<file path="src/rtl/i2c_master_pkg.sv">
// Shared types for the I2C master bus timer: command opcodes, timer states
// and the per-state SCL/SDA line drive table.
package i2c_master_pkg;

   typedef enum logic [1:0] {
      CMD_START  = 2'd0,
      CMD_BYTE   = 2'd1,
      CMD_STOP   = 2'd2,
      CMD_RSTART = 2'd3
   } cmd_op_t;

   typedef enum logic [3:0] {
      IDLE, START_A, START_B, START_C, HOLD, BIT_LOW, BIT_HIGH,
      STOP_A, STOP_B, STOP_C, RS_A, RS_B
   } mt_state_t;

   localparam logic [3:0] LAST_BIT = 4'd8;

   typedef struct packed {
      logic scl_low;
      logic sda_en;
      logic sda_val;
   } line_drive_t;

   // Pad drive per state; bit phases leave SDA to the shift register.
   function automatic line_drive_t line_drive(input mt_state_t s);
      line_drive_t d;
      case (s)
         START_A:  d = 3'b011;
         START_B:  d = 3'b010;
         START_C:  d = 3'b110;
         HOLD:     d = 3'b101;
         BIT_LOW:  d = 3'b101;
         BIT_HIGH: d = 3'b001;
         STOP_A:   d = 3'b110;
         STOP_B:   d = 3'b010;
         STOP_C:   d = 3'b011;
         RS_A:     d = 3'b111;
         RS_B:     d = 3'b011;
         default:  d = 3'b001;
      endcase
      return d;
   endfunction

endpackage

</file>
<file path="src/rtl/master_scl_sync.sv">
// Two-flop synchronizer for the raw SCL pad input; resets to the idle-high
// bus level so a fresh reset never looks like a stretched clock.
module master_scl_sync (
   input  logic clk,
   input  logic n_rst,
   input  logic i_scl,
   output logic o_scl
);

   logic r_meta;
   logic r_sync;

   always_ff @(posedge clk or negedge n_rst) begin
      if (!n_rst) begin
         r_meta <= 1'b1;
         r_sync <= 1'b1;
      end else begin
         r_meta <= i_scl;
         r_sync <= r_meta;
      end
   end

   assign o_scl = r_sync;

endmodule

</file>
<file path="src/rtl/master_timer.sv">
// I2C master bus timer: SCL generation, START/STOP/RSTART sequencing and
// 9-bit byte framing. Build option CLK_STRETCH_EN enables slave clock stretching.
module master_timer
   import i2c_master_pkg::*;
#(
   parameter int DIV_WIDTH = 10
) (
   input  logic                 clk,
   input  logic                 n_rst,
   input  logic [DIV_WIDTH-1:0] clk_div,
   input  logic                 cmd_valid,
   input  logic [1:0]           cmd_op,
   output logic                 cmd_ready,
   output logic                 cmd_err,
   input  logic                 scl_in,
   output logic                 scl_low,
   output logic                 sda_ovr_en,
   output logic                 sda_ovr_val,
   output logic                 setup_strobe,
   output logic                 sample_strobe,
   output logic [3:0]           bit_idx,
   output logic                 ack_phase,
   output logic                 byte_done,
   output logic                 busy
);

   mt_state_t             r_state, w_next_state;
   cmd_op_t               w_op;
   logic [DIV_WIDTH-1:0]  w_div_in, r_div, r_cnt, w_next_cnt, w_load_val;
   logic [3:0]            r_bit_idx, w_next_bit;
   logic                  w_accept, w_freeze, w_phase_end;
   logic                  w_err, w_done, w_sample, w_next_rest;
   line_drive_t           w_drive;

   assign w_op     = cmd_op_t'(cmd_op);
   assign w_div_in = (clk_div < DIV_WIDTH'(2)) ? DIV_WIDTH'(2) : clk_div;

`ifdef CLK_STRETCH_EN
   logic w_scl_sync;

   master_scl_sync u_scl_sync (
      .clk   (clk),
      .n_rst (n_rst),
      .i_scl (scl_in),
      .o_scl (w_scl_sync)
   );

   // A slave holding SCL low freezes only the phases where SCL is released.
   assign w_freeze = ~w_scl_sync & (r_state inside {BIT_HIGH, STOP_B, RS_B, START_A});
`else
   logic w_unused_scl;
   assign w_unused_scl = scl_in;
   assign w_freeze     = 1'b0;
`endif

   assign w_accept    = cmd_valid & cmd_ready;
   assign w_phase_end = (r_cnt == '0) & ~w_freeze;
   // The first phase of a command uses the divider being latched on this edge.
   assign w_load_val  = (w_accept ? w_div_in : r_div) - DIV_WIDTH'(1);

   // NOTE: every always_comb output gets a default first, so no path infers a latch.
   always_comb begin
      w_next_state = r_state;
      w_next_cnt   = r_cnt;
      w_next_bit   = r_bit_idx;
      w_err        = 1'b0;
      w_done       = 1'b0;
      if (!w_freeze && r_cnt != '0) w_next_cnt = r_cnt - DIV_WIDTH'(1);

      case (r_state)
         IDLE: begin
            if (w_accept) begin
               if (w_op == CMD_START) w_next_state = START_A;
               else                   w_err        = 1'b1;
            end
         end
         HOLD: begin
            if (w_accept) begin
               case (w_op)
                  CMD_BYTE:   w_next_state = BIT_LOW;
                  CMD_STOP:   w_next_state = STOP_A;
                  CMD_RSTART: w_next_state = RS_A;
                  default:    w_err        = 1'b1;
               endcase
            end
         end
         START_A:  if (w_phase_end) w_next_state = START_B;
         START_B:  if (w_phase_end) w_next_state = START_C;
         START_C:  if (w_phase_end) w_next_state = HOLD;
         BIT_LOW:  if (w_phase_end) w_next_state = BIT_HIGH;
         BIT_HIGH: begin
            if (w_phase_end) begin
               if (r_bit_idx == LAST_BIT) begin
                  w_next_state = HOLD;
                  w_next_bit   = 4'd0;
                  w_done       = 1'b1;
               end else begin
                  w_next_state = BIT_LOW;
                  w_next_bit   = r_bit_idx + 4'd1;
               end
            end
         end
         STOP_A:   if (w_phase_end) w_next_state = STOP_B;
         STOP_B:   if (w_phase_end) w_next_state = STOP_C;
         STOP_C:   if (w_phase_end) w_next_state = IDLE;
         RS_A:     if (w_phase_end) w_next_state = RS_B;
         RS_B:     if (w_phase_end) w_next_state = START_B;
         default:  w_next_state = IDLE;
      endcase

      w_next_rest = (w_next_state == IDLE) || (w_next_state == HOLD);
      if (w_next_state != r_state) w_next_cnt = w_next_rest ? '0 : w_load_val;
   end

   // Last cycle of SCL-high is the one following the 1->0 counter step.
   assign w_sample = (r_state == BIT_HIGH) && (r_cnt == DIV_WIDTH'(1)) && !w_freeze;
   assign w_drive  = line_drive(w_next_state);

   // NOTE: sequential state uses non-blocking assignments so every register samples pre-edge values.
   always_ff @(posedge clk or negedge n_rst) begin
      if (!n_rst) begin
         r_state       <= IDLE;
         r_cnt         <= '0;
         r_div         <= DIV_WIDTH'(2);
         r_bit_idx     <= 4'd0;
         scl_low       <= 1'b0;
         sda_ovr_en    <= 1'b0;
         sda_ovr_val   <= 1'b1;
         cmd_ready     <= 1'b1;
         cmd_err       <= 1'b0;
         setup_strobe  <= 1'b0;
         sample_strobe <= 1'b0;
         ack_phase     <= 1'b0;
         byte_done     <= 1'b0;
         busy          <= 1'b0;
      end else begin
         r_state       <= w_next_state;
         r_cnt         <= w_next_cnt;
         r_bit_idx     <= w_next_bit;
         if (w_accept) r_div <= w_div_in;
         scl_low       <= w_drive.scl_low;
         sda_ovr_en    <= w_drive.sda_en;
         sda_ovr_val   <= w_drive.sda_val;
         cmd_ready     <= w_next_rest;
         busy          <= ~w_next_rest;
         cmd_err       <= w_err;
         setup_strobe  <= (w_next_state == BIT_LOW) && (r_state != BIT_LOW);
         sample_strobe <= w_sample;
         ack_phase     <= (w_next_bit == LAST_BIT) &&
                          ((w_next_state == BIT_LOW) || (w_next_state == BIT_HIGH));
         byte_done     <= w_done;
      end
   end

   assign bit_idx = r_bit_idx;

endmodule
</file>
<file path="config.mk">
export PLATFORM = sky130hd
export DESIGN_NAME = master_timer
export DESIGN_NICKNAME = d
export VERILOG_FILES = /design/src/rtl/i2c_master_pkg.sv /design/src/rtl/master_scl_sync.sv /design/src/rtl/master_timer.sv
export SDC_FILE = /design/constraint.sdc
export NUM_CORES = 1
export LEC_CHECK = 0
export ABC_AREA = 1
export ABC_CLOCK_PERIOD_IN_PS = 2400
export CORE_MARGIN = 2
export CORE_UTILIZATION = 45
export CTS_CLUSTER_SIZE = 10
export DETAILED_ROUTE_END_ITERATION = 6
export PLACE_DENSITY = 0.66
export SETUP_SLACK_MARGIN = 0.15
export SLEW_MARGIN = 20
export SYNTH_ARGS = -nofsm -noshare
export SYNTH_HDL_FRONTEND = slang
export SYNTH_SLANG_ARGS = --single-unit
</file>
<file path="constraint.sdc">
create_clock -name clk -period 2.4 [get_ports clk]
set_input_delay 0.48 -clock clk [delete_from_list [all_inputs] [get_ports clk]]
set_output_delay 0.48 -clock clk [all_outputs]
set_load 0.01 [all_outputs]
</file>
==> flow_summary.ini, run 1 <==
[status]
status = complete, no violations

[critical_path]
path_max_fanout = 15
cp-end-kind = register
path_buf_inv = 2
crit_family = simple AND/OR/NAND/NOR gates
critPathKind = input pin to register
path_cells = clkdlybuf4s50_1 > nand2_2 > nor2_2 > o21ai_0 > o21a_1 > nand3_1 > nand2_2 > nor2_4 > nand2_8 > buf_4 > o21ai_2
required_ps = 2630
crit_top_cell = nand2_2
slowest_stage = clkdlybuf4s50_1
arrival_ps = 2350
worst_path_largest_cell_delay_ps = 500
startpoint_type = input pin

[die]
die_h_um = 77.75
die_w_um = 77.75
dieArea_um2 = 6044
fp-row-count = 26
ios = 30
core_area_um2 = 5172
initial_core_util_pct = 47.31

[clock_network]
holdBufCountCts = 0
cts_sinks = 38
numCtsBuffers = 5
clkLatencyLatePin_ps = 300
cts_tree = built
clkTransAtPathRegs_ps = 80
root_buffer = clkbuf_8
cts_max_level = 2
cts_buffer_depth = 2

[sta]
timing.fmax_ghz = 0.4707
slew_headroom_pct = 76.49
period_share_pct = 88.52
worst_slew_pin_slew_ps = 351.3
timing.hold.ws_ps = 73.16
hold_viol_final = 0
rsz0062_at_grt = yes
fin_setup_tns_ps = 0
final_max_slew_viol_count = 0
setup_viol = 0
min_period_ps = 2124
fin_skew_ps = 5.849

[finish]
regArea_um2 = 954.7
final_cell_count_no_fill = 465
nFillCells = 438
syn2layout_area_growth_pct = 32.72
diodes = 0
drive_above_1_share_pct = 22.03
multiInputGateArea_um2 = 1351
utilization_pct = 62.80
fin_nets = 419

[synthesis]
syn_inst = 328
ys_types = 33
netlist_area_um2 = 2447
postSynthAreaPerCell_um2 = 7.461
dominantRegCellSynth = dfrtp_1
synth_nets = 353
yosysWarnings = 0
synth-seq-cells = 38
synth_top_area_share_pct = 35.79
async_reset_ff_share_pct = 100.0
yosys-top-cells-count = 76 x nand2_1, 46 x inv_1, 42 x nor2_1
synth_edf_count = 0
yosys.area.top_type = dfrtp_1
ys_top_cells_by_area = dfrtp_1 36%, nand2_1 12%, inv_1 7.1%
synth.most_common_cell = nand2_1
ys_seq_area_share_pct = 39.01

[route]
vias = 2221
drtAntennaViolNets = 0
drc = 0
totalWireLength_um = 5370
drt_iter0_drc = 122
drtPass1Iterations = 5
drt-wirelength-per-cell_um = 11.55
via_per_inst = 4.776

[placed_design]
dp_hpwl_um = 4176
port_buffers = 28
gp_congestion = 0.8454
dp.cells = 454

[global_route]
grt_pass1_wl_um = 9632
grt_usage_pct = 19.69
grt_pass1_vias = 2265
grt_antenna_before_repair = 0
grt_max_degree = 25
grt.overflow.total = 0

[power]
leakage_uw = 0.001636
peakVddDrop_mv = 0.8989
power.total_uw = 4121
power_density_nw_per_um2 = 1269

[job]
maxCapViolations = 0

[min_path]
holdCritPathClass = input pin to asynchronous set/reset pin
[state kept, by name (all words and copies together), names as in the netlist]
name and cells:
r_div 10, sda_ovr_val 1, scl_low 1, r_state 4
cmd_ready 1, ack_phase 1, r_cnt 10, cmd_err 1
busy 1, setup_strobe 1, byte_done 1, sample_strobe 1
sda_ovr_en 1, bit_idx 4
[cell usage in the layout (no fill, tap or decap), drive strengths merged, types with 3 or more instances in the layout]
cell / n
a21oi: 10
buf: 35
clkbuf: 5
clkdlybuf4s50: 25
dfrtp: 35
dfstp: 3
ha: 9
inv: 47
nand2: 89
nand3: 34
nand4: 3
nor2: 48
nor3: 7
o21ai: 15
xor2: 13
[worst register-to-register path, delay by kind of cell, from the launching register on]
family	cells	cell delay (ps)
fa+ha+maj	1	160
buf+inv	2	270
simple gates	11	1150
flops	1	400
[power by group]
part / switching, µW / internal, µW
sequential: 151 / 906
clock: 246 / 417
combinational: 1370 / 1040
[cells by family after synthesis]
kind of cell / count (synthesis) / share of synthesized area (%)
AOI/OAI and AO/OA: 32 / 7.771
xor gates and xnor gates: 15 / 5.368
adders and majority gates: 9 / 4.601
buffers and inverters: 51 / 8.537
DFF: 38 / 39.01
and+or+nand+nor: 183 / 34.71
[cell type report]
class / count / area share [%]
Inverter: 48 / 5.586
Sequential cell: 38 / 29.39
Clock inverter: 3 / 2.119
Clock buffer: 5 / 2.119
Multi-Input combinational cell: 239 / 41.60
Timing Repair Buffer: 62 / 16.49
Tap cell: 70 / 2.696
[path summary, 6_finish.rpt]
check	from	to	slack [ps]	cells past startpoint
max reg2reg	r_cnt[0]	r_cnt[3]	340	14
max in group asynchronous	n_rst	sda_ovr_val	1640	2
max	cmd_valid	r_cnt[5]	280	11
min reg2reg	r_div[6]	r_div[6]	470	2
min	n_rst	r_div[6]	70	1
min in group clk	r_div[6]	r_div[6]	470	2
[per-layer routing]
layer	part of all wire [%]	vias to the layer above	GRT usage, %
met2	49	41	33.79
li1	-	1165	-
met1	47	1008	24.96
met5	0	-	0
met3	3.5	7	4.186
met4	1.0	0	5.536
[through the flow]
stage,worst slack (ps),cell area [µm²]
after global routing,130.1,3248
after floorplan,275.4,2447
after detailed placement,-214.4,3015
final,275.6,3248
after CTS,161.0,3159
after global placement,-181.0,3015
[repair_timing]
item                       CTS  global route
gates resized for setup      3            21
buffers inserted             0             3
setup endpoints to repair    9            15
pin swaps                    0            10
(Power assumes the default switching activity.)
==> run 2: changes to the inputs <==
--- a/config.mk
+++ b/config.mk
@@ -7,6 +7,7 @@
 export LEC_CHECK = 0
 export ABC_AREA = 1
 export ABC_CLOCK_PERIOD_IN_PS = 2400
+export CAP_MARGIN = 20
 export CORE_MARGIN = 2
 export CORE_UTILIZATION = 45
 export CTS_CLUSTER_SIZE = 10
==> results of run 2 <==
Final layout, timing and power as in run 1 (identical DEF).
==> run 3: changes to the inputs <==
--- a/config.mk
+++ b/config.mk
@@ -8,11 +8,13 @@
 export ABC_AREA = 1
 export ABC_CLOCK_PERIOD_IN_PS = 2400
 export CAP_MARGIN = 20
+export CELL_PAD_IN_SITES_DETAIL_PLACEMENT = 1
+export CELL_PAD_IN_SITES_GLOBAL_PLACEMENT = 2
 export CORE_MARGIN = 2
-export CORE_UTILIZATION = 45
+export CORE_UTILIZATION = 32
 export CTS_CLUSTER_SIZE = 10
 export DETAILED_ROUTE_END_ITERATION = 6
-export PLACE_DENSITY = 0.66
+export PLACE_DENSITY = 0.79
 export SETUP_SLACK_MARGIN = 0.15
 export SLEW_MARGIN = 20
 export SYNTH_ARGS = -nofsm -noshare
==> flow_summary.ini, run 3 (same netlist as run 1, synthesis figures left out) <==
[sta]
fin_setup_tns_ps = 0
fin_ws_ps = 298.1
rsz0062_at_grt = no
slew_headroom_pct = 70.03
final_max_slew_viol_count = 0
timing.fmax_ghz = 0.4758
worst_slew_pin_slew_ps = 449.6
hold_viol_final = 0
period_share_pct = 87.58
fin_skew_ps = 7.895
min_period_ps = 2102
setup_viol = 0

[job]
maxCapViolations = 0

[die]
fp-row-count = 31
die_h_um = 91.45
die_w_um = 91.45
initial_core_util_pct = 33.38
core_area_um2 = 7331
ios = 30
dieArea_um2 = 8363

[finish]
mostFrequentLayoutCells = 73 x nand2_1, 48 x buf_4, 43 x inv_1, 37 x nor2_1, 35 x dfrtp_1
drive_above_1_share_pct = 25.37
reg_top3 = r_cnt (10), r_div (10)
multiInputGateArea_um2 = 1355
layout_commonest_cell = nand2_1
final_cell_area_um2 = 3357
nFillCells = 926
fin_nets = 434
regArea_um2 = 954.7
diodes = 0
syn2layout_area_growth_pct = 37.17

[clock_network]
cts_tree = built
cts_max_level = 2
cts_buffer_depth = 2
clkTransAtPathRegs_ps = 80
clkLatencyLatePin_ps = 300
cts_sinks = 38
numCtsBuffers = 5
holdBufCountCts = 0
root_buffer = clkbuf_8

[placed_design]
place_ws_ps = -325.5
dp_hpwl_um = 5193
dpl-instance-area_um2 = 3119
port_buffers = 28
gp_congestion = 0.8545

[power]
power.internal_uw = 2273
leakage_uw = 0.001686
peakVddDrop_mv = 0.5458
switching_share_pct = 45.08
power_density_nw_per_um2 = 1233
pwr-share-seq_pct = 25.7
combPwrFrac_pct = 62.7
netSwitchingPower_uw = 1866
clock_power_share_pct = 11.6

[critical_path]
cp-end-kind = register
startpoint_type = register
slowest_stage = dfrtp_1
path_max_fanout = 8
worst_path_largest_cell_delay_ps = 400
reg2reg_slack_ps = 300
arrival_ps = 2290
critPathKind = register to register
path_buf_inv = 2
crit_family = simple AND/OR/NAND/NOR gates
path_cells = inv_2 > ha_4 > nand3_4 > nor2_4 > nand2_4 > nand2_2 > nand2_1 > nand2_2 > nand2_4 > buf_4 > nor3_4 > nor2_2 > nor2_2 > nor2_1
required_ps = 2590

[global_route]
grt_usage_pct = 17.38
grt_antenna_before_repair = 0
grt.overflow.total = 0
grt_pass1_wl_um = 11540
grt_max_degree = 21
grt_pass1_vias = 2482

[route]
drt_iter0_drc = 82
vias = 2317
totalWireLength_um = 6656
drt-wirelength-per-cell_um = 13.08
via_per_inst = 4.552
drtAntennaViolNets = 0
drc = 0
drtPass1Iterations = 4

[min_path]
holdCritPathClass = input pin to asynchronous set/reset pin

[status]
status = complete, no violations
[run 3: metrics by stage]
step | hold slack (ps) | std cells | util, % | total power [µW]
4_1_cts | 132.9 | 501 | 44.31 | 4039
3_3_place_gp | 455.0 | 492 | 42.55 | 3394
6_report | 123.7 | 509 | 45.79 | 4138
5_1_grt | 136.0 | 509 | 45.79 | 4553
3_5_place_dp | 455.7 | 492 | 42.55 | 3470
2_1_floorplan | 184.4 | 328 | - | 2566
[run 3: path summary, 6_finish.rpt]
check,startpoint,depth (start not counted),endpoint
setup / recovery,r_cnt[1],14,r_cnt[3]
hold / removal,n_rst,1,r_div[9]
setup reg to reg,r_cnt[1],14,r_cnt[3]
hold reg to reg,r_div[6],2,r_div[6]
max in group asynchronous,n_rst,2,sda_ovr_val
min in group clk,r_div[6],2,r_div[6]
[run 3: power by group through the flow]
| stage | logic [µW] | registers, µW | clock network (µW) |
|---|---|---|---|
| floorplan | 1510 | 1050 | 0 |
| global placement | 2330 | 1060 | 0 |
| detailed placement | 2400 | 1070 | 0 |
| CTS | 2490 | 1060 | 491 |
| global route | 2940 | 1100 | 518 |
| finish | 2600 | 1060 | 479 |
[run 3: what timing repair did]
| item | 4_1_cts | 5_1_grt |
|---|---|---|
| endpoints found under the setup margin | 15 | 17 |
| gates resized for setup | 10 | 15 |
| setup buffers | 1 | 8 |
| pin swaps | 6 | 9 |
[run 3: cell type report]
type | count | share of cell area, %
tap | 99 | 3.690
clock buffer | 6 | 2.460
inverter | 48 | 5.404
multi-input combinational | 239 | 40.37
sequential | 38 | 28.44
timing repair buffer | 77 | 19.27
clock inverter | 2 | 0.3727
[run 3: per-layer routing]
metal  vias to the layer above  track usage, %  part of all wire [%]
met2                        24           30.94                    50
met5                         -               0                     0
li1                       1190               -                     -
met1                      1097           21.31                    46
met3                         6           3.402                   2.9
met4                         0           4.545                   1.1
